--- src/rtl/vga_pkg.sv ---
// Shared VGA definitions: bus layout, screen defaults, colours and board/font field widths.
package vga_pkg;

    localparam int SCREEN_W_DEF = 1024;
    localparam int SCREEN_H_DEF = 768;

    localparam logic [11:0] COLOR_FONT_DEF   = 12'hfff;
    localparam logic [11:0] COLOR_CURSOR_DEF = 12'hf80;

    localparam int VAL_W = 5;
    typedef logic [VAL_W-1:0] cell_val_t;

    localparam int FONT_ROW_W  = 4;
    localparam int FONT_CODE_W = 7;
    localparam int FONT_ADDR_W = FONT_CODE_W + FONT_ROW_W;

    typedef struct packed {
        logic [10:0] vcount;
        logic        vsync;
        logic        vblnk;
        logic [10:0] hcount;
        logic        hsync;
        logic        hblnk;
        logic [11:0] rgb;
    } vga_bus_t;

endpackage

--- src/rtl/vga_bus_delay.sv ---
// Delays every vga_bus field by STAGES clocks; used to keep timing aligned with pipelined overlays.
module vga_bus_delay
    import vga_pkg::*;
#(
    parameter int STAGES = 3
) (
    input  logic     clk,
    input  logic     rst,
    input  vga_bus_t bus_in,
    output vga_bus_t bus_out
);

    vga_bus_t pipe [STAGES];

    always_ff @(posedge clk) begin
        if (rst) begin
            for (int i = 0; i < STAGES; i++) pipe[i] <= '0;
        end else begin
            pipe[0] <= bus_in;
            for (int i = 1; i < STAGES; i++) pipe[i] <= pipe[i-1];
        end
    end

    assign bus_out = pipe[STAGES-1];

endmodule

--- src/rtl/board_digits_overlay.sv ---
// Centred N x N board glyph overlay with cursor highlight; 3-cycle latency on the VGA bus.
// Optional cursor blinking is enabled by defining BOARD_OVERLAY_CURSOR_BLINK_EN.
module board_digits_overlay
    import vga_pkg::*;
#(
    parameter int          SCREEN_W     = SCREEN_W_DEF,
    parameter int          SCREEN_H     = SCREEN_H_DEF,
    parameter int          CELL_PX      = 32,
    parameter int          GLYPH_PX     = 16,
    parameter int          MAX_N        = 16,
    parameter int          VAL_W        = vga_pkg::VAL_W,
    parameter int          GLYPH_BASE   = 1,
    parameter logic [11:0] FONT_COLOR   = COLOR_FONT_DEF,
    parameter logic [11:0] CURSOR_COLOR = COLOR_CURSOR_DEF,
    parameter int          BLINK_FRAMES = 30
) (
    input  logic                   clk,
    input  logic                   rst,
    input  logic                   is_game_on,
    input  logic [4:0]             board_side,
    input  logic [3:0]             cursor_row,
    input  logic [3:0]             cursor_col,
    output logic [3:0]             cell_row,
    output logic [3:0]             cell_col,
    input  logic [VAL_W-1:0]       cell_val,
    output logic [FONT_ADDR_W-1:0] font_addr,
    input  logic [GLYPH_PX-1:0]    char_pixels,
    input  vga_bus_t               bus_in,
    output vga_bus_t               bus_out
);

    localparam int CELL_SH = $clog2(CELL_PX);
    localparam int DXW     = CELL_SH + 4;
    localparam int OW      = CELL_SH + 1;
    localparam int GX_W    = $clog2(GLYPH_PX);
    localparam logic [OW-1:0] G_LO = OW'((CELL_PX - GLYPH_PX) >> 1);
    localparam logic [OW-1:0] G_HI = OW'(((CELL_PX - GLYPH_PX) >> 1) + GLYPH_PX);

    logic [4:0] n_q;
    logic       vs_prev;
    logic       vs_rise;

    assign vs_rise = bus_in.vsync && !vs_prev;

    always_ff @(posedge clk) begin
        if (rst) begin
            n_q     <= '0;
            vs_prev <= 1'b0;
        end else begin
            vs_prev <= bus_in.vsync;
            if (vs_rise) n_q <= board_side;
        end
    end

`ifdef BOARD_OVERLAY_CURSOR_BLINK_EN
    localparam int FC_W = $clog2(BLINK_FRAMES + 1);
    logic [FC_W-1:0] frame_cnt;
    logic            blink_on;

    always_ff @(posedge clk) begin
        if (rst) begin
            frame_cnt <= '0;
            blink_on  <= 1'b0;
        end else if (vs_rise) begin
            if (frame_cnt == FC_W'(BLINK_FRAMES - 1)) begin
                frame_cnt <= '0;
                blink_on  <= ~blink_on;
            end else begin
                frame_cnt <= frame_cnt + 1'b1;
            end
        end
    end
`else
    logic blink_on;
    assign blink_on = 1'b1;
`endif

    logic [15:0]     w, x0, y0, hc, vc;
    logic [DXW-1:0]  dx, dy;
    logic [OW-1:0]   ox, oy;
    logic [GX_W-1:0] gx, gy;
    logic            n_ok, in_board, in_glyph;

    // Geometry of the incoming pixel; offsets are only meaningful when in_board is set.
    always_comb begin
        w        = 16'(n_q) << CELL_SH;
        x0       = (16'(SCREEN_W) - w) >> 1;
        y0       = (16'(SCREEN_H) - w) >> 1;
        hc       = 16'(bus_in.hcount);
        vc       = 16'(bus_in.vcount);
        n_ok     = (n_q != 5'd0) && (16'(n_q) <= 16'(MAX_N));
        in_board = n_ok && !bus_in.hblnk && !bus_in.vblnk &&
                   (hc >= x0) && (hc < x0 + w) && (vc >= y0) && (vc < y0 + w);
        dx       = DXW'(hc - x0);
        dy       = DXW'(vc - y0);
        ox       = {1'b0, dx[CELL_SH-1:0]};
        oy       = {1'b0, dy[CELL_SH-1:0]};
        in_glyph = (ox >= G_LO) && (ox < G_HI) && (oy >= G_LO) && (oy < G_HI);
        gx       = GX_W'(ox - G_LO);
        gy       = GX_W'(oy - G_LO);
    end

    logic            vld_p0, cur_p0;
    logic [GX_W-1:0] gx_p0, gy_p0;

    // S0: board address and glyph-window flags
    always_ff @(posedge clk) begin
        if (rst) begin
            cell_row <= '0;
            cell_col <= '0;
            vld_p0   <= 1'b0;
            cur_p0   <= 1'b0;
        end else begin
            cell_row <= dy[DXW-1:CELL_SH];
            cell_col <= dx[DXW-1:CELL_SH];
            vld_p0   <= is_game_on && in_board && in_glyph;
            cur_p0   <= (dy[DXW-1:CELL_SH] == cursor_row) && (dx[DXW-1:CELL_SH] == cursor_col) &&
                        ({1'b0, cursor_row} < n_q) && ({1'b0, cursor_col} < n_q);
        end
    end

    always_ff @(posedge clk) begin
        gx_p0 <= gx;
        gy_p0 <= gy;
    end

    logic                   vld_p1, cur_p1;
    logic [GX_W-1:0]        gx_p1;
    logic [FONT_CODE_W-1:0] code;

    assign code = FONT_CODE_W'(cell_val) + FONT_CODE_W'(GLYPH_BASE);

    // S1: cell value known, issue font row read
    always_ff @(posedge clk) begin
        if (rst) begin
            font_addr <= '0;
            vld_p1    <= 1'b0;
            cur_p1    <= 1'b0;
        end else begin
            font_addr <= {code, FONT_ROW_W'(gy_p0)};
            vld_p1    <= vld_p0 && (cell_val != '0) && (16'(cell_val) <= 16'(n_q));
            cur_p1    <= cur_p0;
        end
    end

    always_ff @(posedge clk) begin
        gx_p1 <= gx_p0;
    end

    vga_bus_t bus_p1;

    vga_bus_delay #(.STAGES(2)) u_bus_delay (
        .clk     (clk),
        .rst     (rst),
        .bus_in  (bus_in),
        .bus_out (bus_p1)
    );

    // S2: font row known; GLYPH_PX is a power of two so GLYPH_PX-1-gx is just ~gx
    logic [GX_W-1:0] bit_sel;
    logic            pix_on;
    logic [11:0]     rgb_nxt;

    always_comb begin
        bit_sel = ~gx_p1;
        pix_on  = vld_p1 && char_pixels[bit_sel];
        rgb_nxt = bus_p1.rgb;
        if (pix_on) rgb_nxt = (cur_p1 && blink_on) ? CURSOR_COLOR : FONT_COLOR;
    end

    always_ff @(posedge clk) begin
        if (rst) begin
            bus_out <= '0;
        end else begin
            bus_out     <= bus_p1;
            bus_out.rgb <= rgb_nxt;
        end
    end

endmodule
--- config.mk ---
export PLATFORM = sky130hd
export DESIGN_NAME = board_digits_overlay
export DESIGN_NICKNAME = d
export VERILOG_FILES = /design/src/rtl/vga_pkg.sv /design/src/rtl/vga_bus_delay.sv /design/src/rtl/board_digits_overlay.sv
export SDC_FILE = /design/constraint.sdc
export NUM_CORES = 1
export LEC_CHECK = 0
export ABC_AREA = 0
export CAP_MARGIN = 30
export CORE_MARGIN = 1
export CORE_UTILIZATION = 56
export DETAILED_ROUTE_END_ITERATION = 10
export DONT_BUFFER_PORTS = 1
export HOLD_SLACK_MARGIN = 0.03
export PLACE_DENSITY_LB_ADDON = 0.05
export SLEW_MARGIN = 10
export SYNTH_ARGS = -nofsm -noshare
export SYNTH_HDL_FRONTEND = slang
export SYNTH_HIERARCHICAL = 1
export SYNTH_SLANG_ARGS = --single-unit
export TNS_END_PERCENT = 30
--- constraint.sdc ---
create_clock -name clk -period 8.8 [get_ports clk]
set_input_delay 2.2 -clock clk [delete_from_list [all_inputs] [get_ports clk]]
set_output_delay 2.2 -clock clk [all_outputs]
set_load 0.05 [all_outputs]
### Yosys cells after proc, flatten, opt, wreduce, memory -nomap -nowiden

Memories as Yosys holds them, arrays and structs flattened.
Index checks and enable logic that the tools add are counted.

* register bits after elaboration: 79
* bits in writable memories: 76
* bits of input ports: 75
* output and inout port bits: 57
* memories kept: 1

Memory list
* u_bus_delay.pipe: words 2, bits a word 38, rd ports 2, clocked after Yosys merged registers in 0, wr ports 2, RTL line vga_bus_delay.sv:13 `vga_bus_t pipe [STAGES];`

* add/sub/neg operators: 9
* $lt $le $gt $ge: 13
* equality and inequality tests: 2
* muxes and demuxes: 9
* bitwise operators: 3
* reduce and logical (&&, ||, !) cells: 24

Operators by type and width (number)
* 38-bit 2-to-1 mux: 2
* 15-bit by 10-bit adder with 16-bit output: 2
* 11-bit by 16-bit < comparator with 1-bit output: 2
* 11-bit by 15-bit greater-or-equal comparator with 1-bit output: 2
* 1-bit logical AND: 19
* 9-bit subtractor: 2
* 12-bit 2-to-1 mux: 1
* 11-bit by 10-bit subtractor with 12-bit output, first input constant: 1
* 10-bit by 10-bit subtractor with 11-bit output, first input constant: 1
* 5-bit by 4-bit greater-or-equal comparator with 1-bit output, second input constant: 2
* 4-bit by 5-bit < comparator with 1-bit output: 2
* 5-bit < comparator, second input constant: 2
* 5-bit nonzero test: 2
* 4-bit equality test: 2
* 4-bit subtractor, second input constant: 2
* 7-bit 2-to-1 mux: 1
* 5-bit by 1-bit adder with 6-bit output, second input constant: 1
* 5-bit less-or-equal comparator: 1
* 5-bit less-or-equal comparator, second input constant: 1
* 4-bit by 5-bit < comparator with 1-bit output, second input constant: 1
* 1-bit binary-select mux with 4-bit select: 1
* 1-bit 2-to-1 mux: 4
* 4-bit NOT: 1
* 1-bit zero test: 3
* 1-bit bitwise OR: 2

### Depth between registers and ports, before layout

Gate-level depths: netlist of run 1.

* depth after elaboration: 10
* mapped depth: 16

### By module

Netlist of run 1, hierarchy kept.

Modules (own cells, without submodules)
* board_digits_overlay: instances 1, cells each 414, area each 3976.3 um^2, seq. area each 1561.5 um^2
* vga_bus_delay: instances 1, cells each 198, area each 2349.8 um^2, seq. area each 1521.5 um^2

### Worst setup path after synthesis of run 1

Ideal clock, no wire load.

* kind: input -> register
* start: input bus_in[20] in the netlist's numbering
* end: register vld_p0
* setup time: 0.087 ns
* data arrival time: 3.588 ns
* data required time: 8.713 ns
* slack: 5.124 ns
* stages on the path: 6
* buffers on the path: 0
* cell sequence: ha_1 > or3b_2 > nor4_1 > o211ai_1 > a211oi_1 > nor4b_2

* cells in the longest elaborated chain, start to end: 7

RTL lines
* from (decl): RTL line board_digits_overlay.sv:28 `input vga_bus_t bus_in,`
* 11-bit by 15-bit greater-or-equal comparator with 1-bit output: RTL line board_digits_overlay.sv:93 `(hc >= x0) && (hc < x0 + w) && (vc >= y0) && (vc < y0 + w);`
* 1-bit logical AND: RTL line board_digits_overlay.sv:92 `in_board = n_ok && !bus_in.hblnk && !bus_in.vblnk &&`
* 1-bit logical AND (*) (3 in a row): RTL line board_digits_overlay.sv:93
* 1-bit logical AND (*) (2 in a row): RTL line board_digits_overlay.sv:116 `vld_p0 <= is_game_on && in_board && in_glyph;`
* to (signal assigned): RTL line board_digits_overlay.sv:116
* to (decl): RTL line board_digits_overlay.sv:103 `logic vld_p0, cur_p0;`

Every way passes the cells marked *; elsewhere a longest branch is shown, timed or not.
A chain may end at the register's enable or synchronous reset.

### Final worst setup path of run 1

* start: register n_q[0]
* end: register vld_p0

* cells in the longest elaborated chain, start to end: 10

RTL lines
* from (decl): RTL line board_digits_overlay.sv:39 `logic [4:0] n_q;`
* from (signal assigned): RTL line board_digits_overlay.sv:51 `if (vs_rise) n_q <= board_side;`
* branches (longest 9 deep; another with 15-bit by 10-bit adder with 16-bit output)
* 1-bit logical AND (*): RTL line board_digits_overlay.sv:116

Every way passes the cells marked *.

==> results of run 1 <==
[routing by layer]
| layer | vias up | GRT usage, % |
|---|---|---|
| li1 | 1890 | - |
| met1 | 1644 | 25.0 |
| met2 | 109 | 30.3 |
| met3 | 32 | 7.41 |
| met4 | 0 | 11.8 |
| met5 | - | 0 |
[cells by family (layout without fill, tap and decap cells)]
logic type,Yosys count,in the layout,synth area share [%]
buf+inv,83,55,7.83
other cells,1,1,0.0593
simple gates,219,219,19.7
mux,6,6,1.74
xor+xnor,32,32,5.08
fa+ha+maj,51,51,10.3
flops,154,154,48.7
compound gates,66,66,6.57
[area by class of cell]
cell class | count | area, um^2 | share of cell area, %
clock buffers | 22 | 494 | 7.37
clock inverters | 9 | 111 | 1.66
multi-input cells | 375 | 2750 | 41.0
well taps | 140 | 175 | 2.61
inverters | 23 | 86.3 | 1.29
flip-flops and latches | 154 | 3080 | 46.0
repair buffers | 1 | 7.51 | 0.112
[where the power goes]
group	internal (uW)	switching, uW
sequential	733	68.2
clock	454	268
combinational	91.0	90.3
total	1280	426
[state kept, by name, indices dropped and copies added, names as in the netlist, 4 cells and up]
register / flops
u_bus_delay/pipe: 76
bus_out: 38
font_addr: 10
n_q: 5
cell_col: 4
cell_row: 4
gx_p0: 4
gx_p1: 4
gy_p0: 4
[cell usage in the layout, fill, tap and decap left out, types with 5 or more instances in the layout]
cell / instances
nand2_1: 13
nor2b_1: 114
a21oi_1: 20
clkbuf_8: 5
nand3_1: 7
nand2b_1: 15
clkbuf_16: 17
o21ai_0: 17
inv_1: 22
nor2_1: 45
xnor2_1: 19
nor3_1: 6
ha_1: 49
dfxtp_1: 154
xor2_1: 10
[per-stage QoR]
step	total power, uW	cell area (um^2)	cells
2_1_floorplan	976	6330	612
3_3_place_gp	992	6090	692
3_5_place_dp	998	6100	693
4_1_cts	1720	6710	724
5_1_grt	1780	6710	724
6_report	1700	6710	724
[worst paths after layout]
path / startpoint / endpoint / slack, ps / depth (start not counted)
hold reg to reg: gx_p0[3] / gx_p1[3] / 330 / 0
setup / recovery: n_q[0] / vld_p0 / 4920 / 14
setup reg to reg: n_q[0] / vld_p0 / 4920 / 14
hold / removal: gx_p0[3] / gx_p1[3] / 330 / 0
[worst max-delay path, delay by kind of cell (launching register included)]
kind	cells	cell delay, ps
AO/OA/AOI/OAI	4	950
adder cells (fa/ha/maj)	3	810
flip-flops	1	680
AND/OR/NAND/NOR	3	560
XOR/XNOR	3	540
buffers and inverters	1	240
==> flow_summary.yaml, run 1 <==
outcome:
  outcome: "complete, no violations"
synthesis:
  post_synth.cell_area_avg_um2: 10.3
  syn_nets: 738
  synth_cell_type_count: 54
  ys_top_cells_by_area: "dfxtp_1 49%, nor2b_1 11%, ha_1 9.7%, buf_4 4.7%, nor2_1 2.7%"
  syn-cell-area_um2: 6330
  synth_top_cell_area_share_pct: 48.7
  synth-main-ff-cell: "dfxtp_1"
  async_flop_share_pct: 0
  synthCells: 612
  synth_common_cells: "154 x dfxtp_1, 114 x nor2b_1, 49 x ha_1"
  synth_edf_count: 0
  yosys.area.top_type: "dfxtp_1"
  synth-seq-area-share_pct: 48.7
  synth_warnings: 6
  yosys_register_bits: 154
  synth.most_common_cell: "dfxtp_1"
routing:
  drtAntennaViolNets: 0
  vias: 3675
  drt-vias-per-instance: 5.08
  first_pass_iters: 4
  met2_length_um: 5100
  drc_errors: 0
  met3_length_um: 710
  totalWireLength_um: 11300
  met1_length_um: 5150
  wl_per_cell_um: 15.6
  top_layer_used: "met4"
  drt-initial-drc-count: 205
finish:
  drive_gt1_share_pct: 7.36
  utilization_pct: 61.3
  fillers: 949
  area_growth_pct: 5.99
  antennaDiodeCount: 0
  nNetsFinal: 698
die:
  die_x_um: 108
  start_util_pct: 57.8
  coreArea_um2: 10900
  die_y_um: 108
  fp-row-count: 38
  io_pins: 132
  dieArea_um2: 11700
sta:
  slew_viol_final: 0
  maxSlewHeadroom_pct: 46.5
  rsz0062_at_grt: "false"
  worst_pin_slew_ps: 801
  fin_setup_tns_ps: 0
  setup_viol_count_final: 0
  final-hold-violation-count: 0
  holdWs_ps: 327
  clock_skew_ps: 4.34
  fmax_mhz: 258
  setup_ws_ps: 4920
  fin_crit_ps: 3880
  layout_worst_path_cycle_share_pct: 44.0
worst_setup_path:
  critical_path_arrival_ps: 4200
  start_kind: "flip-flop"
  crit_chain: "inv_1, ha_1, xor2_1, xnor2_1, ha_1, nor3_1, a21oi_1, o21ai_0, xnor2_1, ha_1, a2111oi_0, o21ai_0, and3_1, nor4b_2"
  crit_slowest_cell: "dfxtp_1"
  critPathMaxFanout: 13
  end_kind: "flip-flop"
  cp_data_required_time_ps: 9130
  path_class: "reg -> reg"
  slowest_delay_ps: 680
  crit_top_cell: "ha_1"
clock_tree:
  clk_path_buf_depth: 2
  clk_pin_slew_ps: 60
  clk-insertion-delay-late_ps: 410
  post_cts_buffers: 0
  clock_sinks: 154
  ctsResizeCount: 0
  holdBufCountCts: 0
  cts_tree: "yes"
  cts_buffers: 17
  htreeDepth: 4
  cts-root-buf: "clkbuf_16"
power:
  vdd_drop_max_mv: 0.158
  leakage_uw: 0.00280
  p_per_area_nw_per_um2: 254
global_route:
  grt_use_total_pct: 20.3
  grt_pass1_wl_um: 17400
  grt_antenna_before_repair: 0
  first_global_vias: 3475
  overflow: 0
  grt_max_degree: 144
place:
  dpl.hpwl_um: 8180
  io_buffers: 0
  pre_cts_ws_ps: 4740
  place_congestion: 0.907
hold_path:
  hp-class: "reg -> reg"
flow_run:
  cap_violations: 0
(Power assumes the default switching activity.)
==> run 2: changes to the inputs <==
Clock period 8.8 ns to 3.8 ns, I/O delays scaled along.
==> flow_summary.yaml, run 2 (same netlist as run 1, synthesis figures left out) <==
sta:
  setup_viol_count_final: 0
  fin_setup_tns_ps: 0
  rsz0062_at_grt: "false"
  layout_worst_path_cycle_share_pct: 89.5
  clock_skew_ps: 9.28
  fin_crit_ps: 3400
  setup_ws_ps: 400
  slew_viol_final: 0
  fmax_mhz: 294
  final-hold-violation-count: 0
  worst_pin_slew_ps: 762
  maxSlewHeadroom_pct: 49.1
routing:
  top_layer_used: "met4"
  first_pass_iters: 5
  totalWireLength_um: 11800
  drt-initial-drc-count: 221
  met1_length_um: 5450
  drc_errors: 0
  met3_length_um: 730
  wl_per_cell_um: 16.1
  drt-vias-per-instance: 5.09
  drtAntennaViolNets: 0
  vias: 3721
  met2_length_um: 5390
die:
  die_x_um: 108
  dieArea_um2: 11700
  fp-row-count: 38
  die_y_um: 108
  coreArea_um2: 10900
  io_pins: 132
  start_util_pct: 57.8
power:
  seq_power_share_pct: 47.9
  vdd_drop_max_mv: 0.460
  leakage_uw: 0.00280
  swShare_pct: 26.0
  intPower_uw: 2850
  combPwrFrac_pct: 11.3
  power_uw: 3850
  p_clk_share_pct: 40.7
  netSwitchingPower_uw: 1000
  p_per_area_nw_per_um2: 575
clock_tree:
  htreeDepth: 4
  ctsResizeCount: 0
  cts-root-buf: "clkbuf_16"
  clk-insertion-delay-late_ps: 420
  holdBufCountCts: 0
  cts_tree: "yes"
  cts_buffers: 17
  clock_sinks: 154
  post_cts_buffers: 0
  clk_path_buf_depth: 2
  clk_pin_slew_ps: 60
finish:
  layout_common_cells: "154 x dfxtp_1, 114 x nor2b_1, 49 x ha_1"
  final_common_cell: "dfxtp_1"
  largest-register: "u_bus_delay/pipe"
  drive_gt1_share_pct: 7.78
  fillers: 928
  nNetsFinal: 704
  area_growth_pct: 5.93
  largest_reg_flops: 76
  reg.largest.list: "u_bus_delay/pipe: 76 flops, bus_out: 38 flops, font_addr: 10 flops"
  utilization_pct: 61.3
  antennaDiodeCount: 0
flow_run:
  cap_violations: 0
place:
  dpl.hpwl_um: 8490
  place_congestion: 0.871
  pre_cts_ws_ps: 409
  io_buffers: 0
global_route:
  grt_pass1_wl_um: 18200
  overflow: 0
  grt_antenna_before_repair: 0
  grt_max_degree: 144
  grt_use_total_pct: 21.3
  first_global_vias: 3458
worst_setup_path:
  end_kind: "flip-flop"
  path_class: "reg -> reg"
  start_kind: "flip-flop"
  critical_path_arrival_ps: 3730
  critPathMaxFanout: 8
  cp_data_required_time_ps: 4130
outcome:
  outcome: "complete, no violations"
hold_path:
  hp-class: "reg -> reg"
## run 2: layout make-up
type	count	area (um^2)	share of cell area [%]
repair buffers	7	52.6	0.784
clock buffers	23	468	6.98
inverters	23	86.3	1.29
multi-input cells	375	2750	41.0
flip-flops and latches	154	3080	46.0
clock inverters	9	88.8	1.33
well taps	140	175	2.61
## run 2: worst paths after layout
path	from	end	slack (ps)	depth (start not counted)
hold / removal	gx_p0[1]	gx_p1[1]	330	0
setup / recovery	n_q[0]	vld_p0	400	14
hold reg to reg	gx_p0[1]	gx_p1[1]	330	0
setup reg to reg	n_q[0]	vld_p0	400	14
## run 2: metrics by stage
stage	hold slack, ps	std cells	area, um^2
floorplan	310	612	6330
global placement	311	699	6140
detailed placement	314	699	6140
CTS	326	731	6700
global route	333	731	6700
finish	326	731	6700
## run 2: layer usage
layer  global-route usage, %  vias up
li1                        -     1908
met1                    26.8     1698
met2                    32.4       99
met3                    8.50       16
met4                    8.69        0
met5                       0        -
## run 2: power by group through the flow
stage	Sequential [uW]	Combinational, uW	Clock (uW)
floorplan	1880	385	0
global placement	1880	429	0
detailed placement	1880	435	0
CTS	1850	438	1600
global route	1860	486	1670
finish	1850	437	1570
## run 2: worst max-delay path, stage by stage (launching register included)
cell,delay (ps)
dfxtp_1,310
inv_1,150
ha_1,330
xor2_1,320
xnor2_1,120
ha_1,280
nor3_1,150
a21oi_1,50
o21ai_0,340
xnor2_1,130
ha_1,190
a2111oi_0,340
o21ai_0,150
and3_1,180
nor4b_2,260
==> run 3: changes to the inputs <==
Settings changed: CORE_UTILIZATION 56 to 62, SYNTH_HIERARCHICAL 1 to default.
==> flow_summary.yaml, run 3 <==
outcome:
  outcome: "complete, no violations"
sta:
  fin_setup_tns_ps: 0
  fin_crit_ps: 3460
  rsz0062_at_grt: "false"
  setup_viol_count_final: 0
  worst_pin_slew_ps: 936
  fmax_mhz: 289
  setup_ws_ps: 343
  maxSlewHeadroom_pct: 37.5
  clock_skew_ps: 10.3
  slew_viol_final: 0
  layout_worst_path_cycle_share_pct: 91.0
  final-hold-violation-count: 0
routing:
  wl_per_cell_um: 16.3
  vias: 3745
  first_pass_iters: 4
  drt-initial-drc-count: 150
  totalWireLength_um: 11600
  drtAntennaViolNets: 0
  drc_errors: 0
  drt-vias-per-instance: 5.29
die:
  io_pins: 132
  fp-row-count: 35
  die_x_um: 99.9
  start_util_pct: 64.3
  coreArea_um2: 9240
  dieArea_um2: 9980
  die_y_um: 99.9
clock_tree:
  holdBufCountCts: 0
  clk-insertion-delay-late_ps: 520
  ctsResizeCount: 0
  clk_path_buf_depth: 2
  clk_pin_slew_ps: 70
  cts-root-buf: "clkbuf_8"
  htreeDepth: 4
  post_cts_buffers: 0
  clock_sinks: 153
  cts_buffers: 17
  cts_tree: "yes"
finish:
  reg.largest.list: "u_bus_delay.pipe: 76 flops, bus_out: 38 flops, font_addr: 10 flops"
  antennaDiodeCount: 0
  area_growth_pct: 10.6
  largest_reg_flops: 76
  final_common_cell: "dfxtp_1"
  drive_gt1_share_pct: 7.43
  utilization_pct: 71.1
  largest-register: "u_bus_delay.pipe"
  layout_common_cells: "153 x dfxtp_1, 109 x nor2b_1, 48 x ha_1"
  nNetsFinal: 691
worst_setup_path:
  critical_path_arrival_ps: 3880
  r2r_end: "vld_p0"
  cp_data_required_time_ps: 4220
  crit_cells: 15
  start_kind: "flip-flop"
  crit_chain: "inv_1, ha_1, nand2b_1, nand2_1, xnor2_1, ha_1, and3_1, nor4_1, xnor2_1, ha_1, o21ai_0, a31oi_1, nor2_1, nor2_1, a221oi_1"
  crit_slowest_cell: "dfxtp_1"
  rrSetupSlack_ps: 340
  r2r-start: "n_q[1]"
  critPathMaxFanout: 10
  path_class: "reg -> reg"
  path_buf_inv: 1
  end_kind: "flip-flop"
  r2r.worst_path.cells: 15
  path_delay_family: "adder cells"
  crit_top_cell: "ha_1"
  slowest_delay_ps: 520
synthesis:
  ys_top_cells_by_area: "dfxtp_1 52%, nor2b_1 11%, ha_1 10%, xnor2_1 3.1%, nor2_1 2.7%"
  synth_top_cell_area_share_pct: 51.6
  synth_common_cells: "153 x dfxtp_1, 109 x nor2b_1, 48 x ha_1"
  yosys_register_bits: 153
  synth_cell_type_count: 52
  synth_warnings: 0
  post_synth.cell_area_avg_um2: 10.5
  synth-main-ff-cell: "dfxtp_1"
  synthCells: 568
  syn-cell-area_um2: 5940
  yosys.area.top_type: "dfxtp_1"
  synth-seq-area-share_pct: 51.6
  synth.most_common_cell: "dfxtp_1"
  syn_nets: 693
  async_flop_share_pct: 0
  synth_edf_count: 0
hold_path:
  hold_path_end: "gx_p1[2]"
  min_path_cells: 0
  hp-class: "reg -> reg"
  hp-start: "gx_p0[2]"
flow_run:
  cap_violations: 0
global_route:
  grt_pass1_wl_um: 18700
  first_global_vias: 3790
  grt_max_degree: 142
  overflow: 0
  grt_antenna_before_repair: 0
  grt_use_total_pct: 24.7
place:
  pre_cts_ws_ps: 424
  place_congestion: 0.863
  io_buffers: 0
  dpl.hpwl_um: 8400
power:
  p_per_area_nw_per_um2: 576
  power_uw: 3780
  leakage_uw: 0.00277
  vdd_drop_max_mv: 0.339
run 3: cell types whose count changed after synthesis, moves of 4 or more:
cell	change
a21oi_2	+7
o21ai_0	-4
nor2b_1	-5
buf_4	-39
o21a_1	+5
nand2_1	+8
inv_1	+4
mux4_1	+4
clkbuf_1	+4
nand2b_1	-11
run 3: where the power goes:
group	switching, uW	internal [uW]	total (uW)
Combinational	220	204	424
Sequential	153	1690	1840
Clock	693	829	1520
run 3: worst max-delay path by stage:
stage            from  slack [ps]      to
5_1_grt        n_q[1]          80  vld_p0
6_report       n_q[1]         340  vld_p0
3_5_place_dp   n_q[1]         420  vld_p0
3_3_place_gp   n_q[1]         620  vld_p0
4_1_cts        n_q[1]         400  vld_p0
2_1_floorplan  n_q[0]         540  vld_p0
run 3: cells by family after synthesis:
family                     after synthesis  share of synthesized area [%]
and+or+nand+nor                        206                           19.2
DFF                                    153                           51.6
AOI/OAI and AO/OA                       72                           8.00
adders and majority gates               50                           10.8
buffers and inverters                   49                           3.31
xor gates and xnor gates                32                           4.97
muxes                                    5                           2.15
other                                    1                         0.0631
run 3: layout make-up:
class                      count  area [um^2]
inverter                      26         97.6
sequential                   153         3060
timing repair buffer           2         15.0
clock inverter                14          131
multi-input combinational    366         2680
fill                         682         2670
clock buffer                  18          418
tap                          129          161
run 3: layer usage:
metal / global-route usage (%) / part of all wire [%] / up-vias / wire (um)
li1: - / - / 1872 / -
met1: 29.2 / 43 / 1739 / 4930
met2: 41.5 / 50 / 113 / 5730
met3: 8.01 / 6.1 / 21 / 705
met4: 10.2 / 1.8 / 0 / 205
met5: 0 / 0 / - / 0
run 3: worst reg2reg max path, cell delays in order, from the launching register on:
cell	delay [ps]
dfxtp_1	520
inv_1	110
ha_1	310
nand2b_1	140
nand2_1	70
xnor2_1	300
ha_1	340
and3_1	200
nor4_1	360
xnor2_1	180
ha_1	260
o21ai_0	140
a31oi_1	60
nor2_1	90
nor2_1	50
a221oi_1	230
run 3: per-stage QoR:
| stage | hold WS [ps] | cells | cell area, um^2 |
|---|---|---|---|
| after floorplan | 310 | 568 | 5940 |
| after global routing | 335 | 708 | 6570 |
| after detailed placement | 317 | 676 | 6020 |
| after global placement | 313 | 676 | 6020 |
| after CTS | 319 | 708 | 6570 |
| final | 323 | 708 | 6570 |
